==> src/rtl/layer_xfer_scheduler.sv <==
// layer_xfer_scheduler
// Sequences a producer conv layer and a consumer pooling layer.
// A run does the following in order:
//   1. Pulse producer compute and wait for producer done.
//   2. Stream every producer output element, in channel/row/col order, into the
//      consumer input memory.
//   3. Pulse consumer compute and wait for consumer done.
//   4. Pulse done.
// Ports:
//   clk, reset (async, active-low)   clock and reset
//   start                            run request, sampled only in idle
//   busy, done                       run status; done is a one-cycle pulse
//   l1_start / l1_done               producer compute handshake
//   rd_ch, rd_row, rd_col            producer output-memory read index
//   wr_en, wr_ch, wr_row, wr_col     consumer input-memory write strobe and index
//   l2_start / l2_done               consumer compute handshake
// All outputs are registered.
module layer_xfer_scheduler #(
  parameter int unsigned NUM_CH   = 16,
  parameter int unsigned DIM      = 26,
  parameter int unsigned READ_LAT = 1,
  parameter int unsigned IDX_W    = 16
) (
  input  logic             clk,
  input  logic             reset,
  input  logic             start,
  output logic             busy,
  output logic             done,
  output logic             l1_start,
  input  logic             l1_done,
  output logic [IDX_W-1:0] rd_ch,
  output logic [IDX_W-1:0] rd_row,
  output logic [IDX_W-1:0] rd_col,
  output logic             wr_en,
  output logic [IDX_W-1:0] wr_ch,
  output logic [IDX_W-1:0] wr_row,
  output logic [IDX_W-1:0] wr_col,
  output logic             l2_start,
  input  logic             l2_done
);

  localparam logic [2:0] StIdle    = 3'd0;
  localparam logic [2:0] StL1Start = 3'd1;
  localparam logic [2:0] StL1Wait  = 3'd2;
  localparam logic [2:0] StXfer    = 3'd3;
  localparam logic [2:0] StDrain   = 3'd4;
  localparam logic [2:0] StL2Start = 3'd5;
  localparam logic [2:0] StL2Wait  = 3'd6;
  localparam logic [2:0] StFinish  = 3'd7;

  localparam logic [IDX_W-1:0] ChLast  = IDX_W'(NUM_CH - 1);
  localparam logic [IDX_W-1:0] DimLast = IDX_W'(DIM - 1);

  localparam int unsigned      CntW      = (READ_LAT > 1) ? $clog2(READ_LAT) : 1;
  localparam logic [CntW-1:0]  DrainLast = CntW'(READ_LAT - 1);

  logic [2:0]       state_q, state_d;
  logic [IDX_W-1:0] rd_ch_q, rd_ch_d, rd_row_q, rd_row_d, rd_col_q, rd_col_d;
  logic [CntW-1:0]  drain_cnt_q, drain_cnt_d;
  logic             busy_q, busy_d, done_q, done_d;
  logic             l1_start_q, l1_start_d, l2_start_q, l2_start_d;

  // Write pipe: stage 0 captures the read issued this cycle, last stage drives wr_*.
  logic [READ_LAT-1:0]            pv_q, pv_d;
  logic [READ_LAT-1:0][IDX_W-1:0] pch_q, pch_d, prow_q, prow_d, pcol_q, pcol_d;

  always_comb begin
    state_d     = state_q;
    rd_ch_d     = '0;
    rd_row_d    = '0;
    rd_col_d    = '0;
    drain_cnt_d = '0;
    case (state_q)
      StIdle:    if (start) state_d = StL1Start;
      StL1Start: state_d = StL1Wait;
      StL1Wait:  if (l1_done) state_d = StXfer;
      StXfer: begin
        rd_ch_d  = rd_ch_q;
        rd_row_d = rd_row_q;
        if (rd_col_q == DimLast) begin
          rd_col_d = '0;
          if (rd_row_q == DimLast) begin
            rd_row_d = '0;
            if (rd_ch_q == ChLast) begin
              rd_ch_d = '0;
              state_d = StDrain;
            end else begin
              rd_ch_d = rd_ch_q + 1'b1;
            end
          end else begin
            rd_row_d = rd_row_q + 1'b1;
          end
        end else begin
          rd_col_d = rd_col_q + 1'b1;
        end
      end
      // The last read needs READ_LAT cycles to reach the write port.
      StDrain: begin
        if (drain_cnt_q == DrainLast) begin
          state_d = StL2Start;
        end else begin
          drain_cnt_d = drain_cnt_q + 1'b1;
        end
      end
      StL2Start: state_d = StL2Wait;
      StL2Wait:  if (l2_done) state_d = StFinish;
      StFinish:  state_d = StIdle;
      default:   state_d = StIdle;
    endcase

    // Outputs are registered from the next state so they line up with it.
    busy_d     = (state_d != StIdle);
    done_d     = (state_d == StFinish);
    l1_start_d = (state_d == StL1Start);
    l2_start_d = (state_d == StL2Start);
  end

  always_comb begin
    pv_d      = pv_q;
    pch_d     = pch_q;
    prow_d    = prow_q;
    pcol_d    = pcol_q;
    pv_d[0]   = (state_q == StXfer);
    pch_d[0]  = (state_q == StXfer) ? rd_ch_q  : '0;
    prow_d[0] = (state_q == StXfer) ? rd_row_q : '0;
    pcol_d[0] = (state_q == StXfer) ? rd_col_q : '0;
    for (int unsigned i = 1; i < READ_LAT; i++) begin
      pv_d[i]   = pv_q[i-1];
      pch_d[i]  = pch_q[i-1];
      prow_d[i] = prow_q[i-1];
      pcol_d[i] = pcol_q[i-1];
    end
  end

  always_ff @(posedge clk or negedge reset) begin
    if (!reset) begin
      state_q     <= StIdle;
      rd_ch_q     <= '0;
      rd_row_q    <= '0;
      rd_col_q    <= '0;
      drain_cnt_q <= '0;
      busy_q      <= 1'b0;
      done_q      <= 1'b0;
      l1_start_q  <= 1'b0;
      l2_start_q  <= 1'b0;
      pv_q        <= '0;
      pch_q       <= '0;
      prow_q      <= '0;
      pcol_q      <= '0;
    end else begin
      state_q     <= state_d;
      rd_ch_q     <= rd_ch_d;
      rd_row_q    <= rd_row_d;
      rd_col_q    <= rd_col_d;
      drain_cnt_q <= drain_cnt_d;
      busy_q      <= busy_d;
      done_q      <= done_d;
      l1_start_q  <= l1_start_d;
      l2_start_q  <= l2_start_d;
      pv_q        <= pv_d;
      pch_q       <= pch_d;
      prow_q      <= prow_d;
      pcol_q      <= pcol_d;
    end
  end

  assign busy     = busy_q;
  assign done     = done_q;
  assign l1_start = l1_start_q;
  assign l2_start = l2_start_q;
  assign rd_ch    = rd_ch_q;
  assign rd_row   = rd_row_q;
  assign rd_col   = rd_col_q;
  assign wr_en    = pv_q[READ_LAT-1];
  assign wr_ch    = pch_q[READ_LAT-1];
  assign wr_row   = prow_q[READ_LAT-1];
  assign wr_col   = pcol_q[READ_LAT-1];

endmodule

==> config.mk <==
export PLATFORM = sky130hd
export DESIGN_NAME = layer_xfer_scheduler
export DESIGN_NICKNAME = d
export VERILOG_FILES = /design/src/rtl/layer_xfer_scheduler.sv
export SDC_FILE = /design/constraint.sdc
export NUM_CORES = 1
export LEC_CHECK = 0
export BUFFER_PORTS_ARGS = -buffer_cell sky130_fd_sc_hd__buf_2
export CAP_MARGIN = 10
export CORE_MARGIN = 2
export CORE_UTILIZATION = 45
export DETAILED_ROUTE_END_ITERATION = 10
export PLACE_DENSITY = 0.69
export SLEW_MARGIN = 20
export SYNTH_ARGS = -nofsm -noshare
export SYNTH_HDL_FRONTEND = slang
export SYNTH_SLANG_ARGS = --single-unit
==> constraint.sdc <==
create_clock -name clk -period 2.6 [get_ports clk]
set_clock_uncertainty 0.05 [all_clocks]
set_input_delay 0.26 -clock clk [delete_from_list [all_inputs] [get_ports clk]]
set_output_delay 0.26 -clock clk [all_outputs]
set_load 0.03 [all_outputs]
==> out/metrics.yaml, run 1 <==
clocking:
  root_buffer: "clkbuf_8"
  clockBufferDepth: 2
  cts_tree: "done"
  clock_sinks: 104
  cts_resized: 0
  htree_levels: 3
  cts_buffers: 9
  cts_hold_buf: 1
  post_cts_buffers: 0
  clock_latency_ns: 0.36
  clk_pin_slew_worst_paths_ns: 0.10
drt:
  dr.pass1.iters: 5
  drtIter0Drc: 191
  route.detailed.drc: 0
  vias: 3408
  ant_nets: 0
  vias_per_cell: 5.25
  avgRoutedWirePerCell_um: 15.4
  wirelength_um: 9980
placement:
  dp_hpwl_um: 6970
  post-place-ws_ns: 0.240
  port_buffers: 105
  place_congestion: 0.848
worst_setup_path:
  cp-end-kind: "register"
  critical_path.max_stage_delay_ns: 0.57
  crit_arrival_ns: 2.60
  r2r_slack_ns: 0.23
  crit_chain: "inv_1, ha_1, and4bb_1, and4_2, a21oi_2, or4_1, a21oi_1"
  r2r-end: "rd_ch[7]"
  crit_cells: 7
  crit_end: "rd_ch[7]"
  path_buf_inv: 1
  reg2reg_depth: 7
  cp_max_fo: 21
  required_ns: 2.83
  path_class: "register to register"
  crit_slowest_cell: "or4_1"
  crit_start: "rd_col[1]"
  cpLargestDelayFamily: "simple AND/OR/NAND/NOR gates"
  r2r-start: "rd_col[1]"
  start_kind: "register"
floorplan:
  start_util_pct: 45.6
  die_h_um: 103
  die_width_um: 103
  fp-row-count: 36
  dieArea_um2: 10600
  io_pins: 106
  core_area_um2: 9640
grt:
  antenna_found_initial: 0
  grt_pass1_vias: 3180
  grt-ovfl-total: 0
  grt.total_usage_pct: 19.5
  grt_pass1_wl_um: 16000
  grt_max_degree: 66
outcome:
  status: "finished, final reports clean"
timing:
  min_period_ns: 2.37
  max_freq_ghz: 0.422
  relSlewSlack_pct: 45.2
  fin_setup_tns_ns: 0
  hold_violations: 0
  drv_slew: 0
  setup_violations: 0
  min_period_over_period_pct: 91.2
  worst_slack_ns: 0.228
  rsz0062_at_grt: "false"
  worst_slew_pin_slew_ns: 0.822
run:
  maxCapViolCount: 0
layout:
  drive_above_1_share_pct: 26.4
  diodes: 0
  n_fill_cell: 905
  area_delta_synth_final_pct: 21.0
  nNetsFinal: 521
yosys:
  synth_most_common_cell: "dfrtp_1"
  yosysWarnings: 0
  synth-main-ff-cell: "dfrtp_1"
  synth.largest_area_cell: "dfrtp_1"
  synthCells: 407
  synth_area_um2: 4400
  syn_nets: 417
  ys_seq_area_share_pct: 59.2
  synth-seq-cells: 104
  synthArstFlopShare_pct: 100
  avgSynthCellArea_um2: 10.8
  yosys-top-cells-area: "dfrtp_1 (59%), and2_1 (6.5%), xor2_1 (3.2%)"
  synth_edf_count: 0
  yosys.area.top_type_share_pct: 59.2
  synth_commonest_cells: "dfrtp_1 (104), and2_1 (46), nor2_1 (36)"
  netlist-cell-type-count: 41
power_and_ir_drop:
  powerDensity_nw_per_um2: 649
  p_leak_nw: 2.74
  ir_worst_vdd_uv: 468
hold_path:
  hold_path.class: "primary input to register"
-- flip-flops by register name, indices dropped and copies added (netlist names) --
name and count:
wr_row 16, l2_start 1, rd_ch 16, l1_start 1, done 1, busy 1, rd_row 16, rd_col 16
wr_col 16, wr_ch 16, state_q 3, wr_en 1
-- worst register-to-register path, cell delays in order, from the launching register on --
cell	delay, ns
dfrtp_1	0.42
inv_1	0.09
ha_1	0.13
and4bb_1	0.21
and4_2	0.40
a21oi_2	0.27
or4_1	0.58
a21oi_1	0.15
-- layout make-up --
cell class              count  area [µm²]  area share [%]
clock buffers              10         138            2.59
inverters                   7        26.3           0.494
clock inverters             6         115            2.17
well taps                 133         166            3.13
repair buffers            112         596            11.2
multi-input cells         277        1670            31.5
flip-flops and latches    104        2600            49.0
-- per-stage QoR --
step | utilization, % | hold WS [ns] | power, mW | std cells | instance area, µm²
6_report | 55.2 | 0.118 | 3.45 | 649 | 5320
4_1_cts | 55.2 | 0.104 | 3.49 | 649 | 5320
3_3_place_gp | 52.4 | 0.359 | 2.26 | 632 | 5050
2_1_floorplan | - | -0.0856 | 2.10 | 407 | 4400
5_1_grt | 55.2 | 0.106 | 3.61 | 649 | 5320
3_5_place_dp | 52.4 | 0.361 | 2.27 | 632 | 5050
-- power breakdown --
part | switching, mW | internal [mW] | total (mW)
registers | 0.0751 | 1.69 | 1.76
clock network | 0.549 | 0.671 | 1.22
logic | 0.333 | 0.136 | 0.469
total | 0.957 | 2.49 | 3.45
-- cell families (layout without fill, tap and decap cells) --
family                     after synthesis  count (layout)  share of synthesized area (%)
DFF                                    104             104                           59.2
xor gates and xnor gates                19              19                           3.79
adders and majority gates                5               5                           1.42
AOI/OAI and AO/OA                       56              56                           7.80
and+or+nand+nor                        193             193                           24.0
muxes                                    4               4                           1.02
buffers and inverters                   26             135                           2.73
-- cells in the final DEF (no fill, tap or decap), types with 4 or more instances in the layout --
cell	instances
nor2_1	36
dfrtp_1	104
o31ai_1	8
mux2_2	4
nand4_1	12
nand2_1	25
nor4_1	7
or3_1	4
buf_2	104
a21oi_1	12
and3_1	5
xor2_1	16
nor3_1	14
o21ai_0	16
ha_1	5
or4_1	7
nand3_1	21
clkbuf_8	10
inv_1	6
buf_4	6
and4_1	4
and2_1	46
a31oi_1	5
-- layer usage --
layer	vias to the layer above	wire (µm)	GRT usage, %
met4	0	129	5.97
met3	8	672	4.68
met5	-	0	0
li1	1632	-	-
met2	119	4660	30.1
met1	1649	4510	27.7
-- worst min path at each step --
stage	cells after the start	slack, ns	endpoint	start
floorplan	0	-0.09	busy	reset
global placement	1	0.36	wr_row[6]	reset
detailed placement	1	0.36	wr_row[6]	reset
CTS	2	0.10	done	l2_done
global route	2	0.11	done	l2_done
finish	2	0.12	done	l2_done
No activity file was read; power rests on OpenSTA's default activity.
==> run 2: changes to the inputs <==
--- a/config.mk
+++ b/config.mk
@@ -10,6 +10,7 @@
 export CORE_MARGIN = 2
 export CORE_UTILIZATION = 45
 export DETAILED_ROUTE_END_ITERATION = 10
+export MAX_ROUTING_LAYER = met4
 export PLACE_DENSITY = 0.69
 export SLEW_MARGIN = 20
 export SYNTH_ARGS = -nofsm -noshare
==> run 2 against run 1 <==
Compared with the run above:
- critical path depth did not move
- sequential share of layout area did not move
- first-iteration DRC count fell by 12%
- clock power barely moved
- total power barely moved
- clock-buffer cell count did not move
- sequential power barely moved
- utilization did not move
- maximum frequency rose by 0.29%
- final area did not move
- via count rose by 0.15%
- die area did not move
==> out/metrics.yaml, run 2 (synthesis results as in run 1) <==
worst_setup_path:
  crit_arrival_ns: 2.60
  path_class: "register to register"
  cp_max_fo: 21
  cp-end-kind: "register"
  required_ns: 2.83
  start_kind: "register"
floorplan:
  io_pins: 106
  dieArea_um2: 10600
  core_area_um2: 9640
  fp-row-count: 36
  die_width_um: 103
  die_h_um: 103
  start_util_pct: 45.6
placement:
  place_area_um2: 5050
  place_congestion: 0.861
  port_buffers: 105
  post-place-ws_ns: 0.240
  dp_hpwl_um: 6970
drt:
  wirelength_um: 9950
  route.detailed.drc: 0
  vias: 3413
  avgRoutedWirePerCell_um: 15.3
  ant_nets: 0
  drtIter0Drc: 168
  vias_per_cell: 5.26
  dr.pass1.iters: 4
timing:
  setup_violations: 0
  worst_slew_pin_slew_ns: 0.823
  relSlewSlack_pct: 45.1
  rsz0062_at_grt: "false"
  fin_setup_tns_ns: 0
  hold_violations: 0
  worst_slack_ns: 0.235
  min_period_over_period_pct: 91.0
  max_freq_ghz: 0.423
  drv_slew: 0
  min_period_ns: 2.36
clocking:
  clk_pin_slew_worst_paths_ns: 0.10
  post_cts_buffers: 0
  clockBufferDepth: 2
  clock_sinks: 104
  clock_latency_ns: 0.36
  htree_levels: 3
  cts_resized: 0
  cts_buffers: 9
  root_buffer: "clkbuf_8"
  cts_tree: "done"
power_and_ir_drop:
  powerDensity_nw_per_um2: 649
  p_int_mw: 2.49
  swShare_pct: 27.7
  ir_worst_vdd_uv: 469
  p_leak_nw: 2.74
  p_sw_mw: 0.956
  seqPwrFrac_pct: 51.1
  p_comb_share_pct: 13.6
  clock_power_share_pct: 35.3
  power.total_mw: 3.45
layout:
  nNetsFinal: 521
  drive_above_1_share_pct: 26.4
  diodes: 0
  final_area_um2: 5320
  final_cell_mix: "dfrtp_1 (104), buf_2 (104), and2_1 (46)"
  area_delta_synth_final_pct: 21.0
grt:
  grt_pass1_vias: 3183
  grt_pass1_wl_um: 16000
  grt-ovfl-total: 0
  grt_max_degree: 66
  antenna_found_initial: 0
  grt.total_usage_pct: 20.1
hold_path:
  hold_path.class: "primary input to register"
outcome:
  status: "finished, final reports clean"
run:
  maxCapViolCount: 0
## run 2: cell counts in the layout (fill, tap and decap cells not counted)
Identical to the previous run, type by type.
## run 2: power by group through the flow
stage | Clock, mW | Combinational (mW) | Sequential (mW)
6_report | 1.22 | 0.470 | 1.76
5_1_grt | 1.31 | 0.518 | 1.77
4_1_cts | 1.25 | 0.479 | 1.76
3_5_place_dp | 0 | 0.476 | 1.79
3_3_place_gp | 0 | 0.474 | 1.79
2_1_floorplan | 0 | 0.188 | 1.91
## run 2: timing repair
item                                    4_1_cts  5_1_grt
endpoints found under the setup margin        0        0
hold buffers                                  1        0
endpoints found under the hold margin        64        0
## run 2: stage by stage
step	instances	utilization [%]	hold slack, ns
floorplan	407	-	-0.0856
global placement	632	52.4	0.359
detailed placement	632	52.4	0.361
CTS	649	55.2	0.104
global route	649	55.2	0.106
finish	649	55.2	0.119
## run 2: path summary, 6_finish.rpt
kind	startpoint	to	slack [ns]	depth (start not counted)
max	rd_col[1]	rd_ch[7]	0.24	7
min	l2_done	done	0.12	2
max reg2reg	rd_col[1]	rd_ch[7]	0.24	7
min reg2reg	rd_col[0]	rd_col[0]	0.48	1
max in group asynchronous	reset	rd_row[14]	1.32	3
min in group asynchronous	reset	wr_row[6]	0.47	2
## run 2: cell type report
cell class	count	area, µm²
clock inverters	6	115
inverters	7	26.3
multi-input cells	277	1670
repair buffers	112	596
fillers	905	4320
well taps	133	166
clock buffers	10	138
flip-flops and latches	104	2600
## run 2: worst max-delay path, cell delays in order (launching register included)
cell	delay, ns
dfrtp_1	0.42
inv_1	0.09
ha_1	0.13
and4bb_1	0.21
and4_2	0.40
a21oi_2	0.26
or4_1	0.57
a21oi_1	0.15
## run 2: metal layers
| metal | wire length [µm] | vias up | GRT usage (%) |
|---|---|---|---|
| li1 | - | 1638 | - |
| met1 | 4550 | 1657 | 28.2 |
| met2 | 4700 | 109 | 30.1 |
| met3 | 582 | 9 | 3.80 |
| met4 | 120 | 0 | 5.97 |
| met5 | 0 | - | - |
==> run 3: changes to the inputs <==
==> constraint.sdc (replaced) <==
create_clock -name clk -period 2.6 [get_ports clk]
set_clock_uncertainty 0.05 [all_clocks]
set_input_delay 0.52 -clock clk [delete_from_list [all_inputs] [get_ports clk]]
set_output_delay 0.52 -clock clk [all_outputs]
set_load 0.03 [all_outputs]
==> run 3 against run 2 <==
Compared with the run above:
- non-clock buffer count up 2
- flip-flop and latch count stayed put
- sequential power barely moved
- final area decreased by 0.68%
- global-route usage is 0.17 points higher
- sequential share of layout area grew 0.34 points
- hold slack got worse by 0.089 ns
- via count fell by 0.35%
- die area did not move
==> out/metrics.yaml, run 3 (synthesis results as in run 1) <==
layout:
  area_delta_synth_final_pct: 20.1
  final_cell_mix: "dfrtp_1 (104), buf_2 (104), and2_1 (46)"
  nNetsFinal: 523
  diodes: 0
  n_fill_cell: 890
  drive_above_1_share_pct: 26.6
  final_area_um2: 5280
worst_setup_path:
  crit_arrival_ns: 2.55
  path_class: "register to register"
  start_kind: "register"
  r2r-end: "rd_ch[9]"
  required_ns: 2.84
  r2r-start: "rd_col[9]"
  cp_max_fo: 21
  crit_chain: "nor4_1, and4_2, a21oi_2, or4_1, a21oi_1"
  cp-end-kind: "register"
  crit_slowest_cell: "or4_1"
  reg2reg_depth: 5
  r2r_slack_ns: 0.29
  critical_path.max_stage_delay_ns: 0.55
  crit_start: "rd_col[9]"
drt:
  ant_nets: 0
  drtIter0Drc: 95
  vias: 3401
  route.detailed.drc: 0
  wirelength_um: 10000
  vias_per_cell: 5.24
  avgRoutedWirePerCell_um: 15.5
  dr.pass1.iters: 4
grt:
  grt_max_degree: 39
  grt_pass1_wl_um: 16000
  grt_pass1_vias: 3233
  grt_util_met2_pct: 30.7
  met3_usage_pct: 3.32
  antenna_found_initial: 0
  grt-ovfl-total: 0
  grt.total_usage_pct: 20.3
  met1_usage_pct: 27.2
  grt_most_used_layer: "met2"
timing:
  setup_violations: 0
  worst_slew_pin_slew_ns: 0.731
  min_period_over_period_pct: 88.9
  drv_slew: 0
  rsz0062_at_grt: "false"
  min_period_ns: 2.31
  relSlewSlack_pct: 51.2
  max_freq_ghz: 0.433
  fin_setup_tns_ns: 0
  hold_violations: 0
outcome:
  status: "finished, final reports clean"
clocking:
  clock_sinks: 104
  htree_levels: 3
  cts_tree: "done"
  root_buffer: "clkbuf_8"
  post_cts_buffers: 0
  clock_latency_ns: 0.37
  cts_buffers: 9
  clk_pin_slew_worst_paths_ns: 0.09
  cts_resized: 0
  clockBufferDepth: 2
  cts_hold_buf: 0
floorplan:
  io_pins: 106
  start_util_pct: 45.6
  die_h_um: 103
  core_area_um2: 9640
  fp-row-count: 36
  dieArea_um2: 10600
  die_width_um: 103
placement:
  port_buffers: 105
  dp_hpwl_um: 7100
  place_congestion: 0.880
  place_area_um2: 5080
run:
  maxCapViolCount: 0
power_and_ir_drop:
  p_leak_nw: 2.73
  ir_worst_vdd_uv: 492
  powerDensity_nw_per_um2: 618
hold_path:
  hold_path.class: "primary input to asynchronous set/reset pin"
==> run 3: changes by cell type in the layout (fill, tap and decap cells not counted) <==
cell           before  now
clkbuf_8           10   12
inv_6               1    0
buf_4               6    9
dlygate4sd3_1       1    0
bufinv_16           3    1
clkinvlp_4          1    0
==> run 3: layout make-up <==
type	count	area, µm²	area share (%)
repair buffers	114	608	11.5
multi-input cells	277	1670	31.7
well taps	133	166	3.15
clock buffers	12	165	3.13
clock inverters	2	38.8	0.735
flip-flops and latches	104	2600	49.3
inverters	7	26.3	0.498
==> run 3: critical path, delay by kind of cell, from the launching register on <==
family	cells	cell delay (ns)
DFF	1	0.46
and+or+nand+nor	3	1.32
AOI/OAI and AO/OA	2	0.40
==> run 3: stage by stage <==
stage | total power, mW | util, % | worst slack [ns] | hold WS [ns] | instances
6_report | 3.27 | 54.8 | 0.288 | 0.0300 | 649
5_1_grt | 3.41 | 54.8 | 0.0640 | 0.0544 | 649
4_1_cts | 3.30 | 54.8 | 0.281 | 0.0325 | 649
3_5_place_dp | 2.27 | 52.7 | 0.297 | 0.431 | 635
3_3_place_gp | 2.26 | 52.7 | 0.360 | 0.424 | 635
2_1_floorplan | 2.10 | - | 0.428 | 0.174 | 407
==> run 3: metal layers <==
metal  part of all wire, %  wire [µm]
met2                    47       4740
met3                   5.0        503
met4                   2.1        212
met1                    46       4580
met5                     0          0
==> run 3: power by group <==
group          total, mW  switching (mW)  internal [mW]
Combinational      0.472           0.335          0.137
Clock               1.03           0.512          0.516
Sequential          1.77          0.0782           1.69
Total               3.27           0.926           2.34
==> run 3: how the worst max path moves through the flow <==
| stage | to | slack, ns | cells past startpoint |
|---|---|---|---|
| 2_1_floorplan | rd_ch[13] | 0.43 | 7 |
| 3_3_place_gp | rd_ch[7] | 0.36 | 5 |
| 4_1_cts | rd_ch[9] | 0.28 | 5 |
| 6_report | rd_ch[9] | 0.29 | 5 |
| 3_5_place_dp | rd_ch[9] | 0.30 | 5 |
| 5_1_grt | rd_ch[7] | 0.06 | 5 |
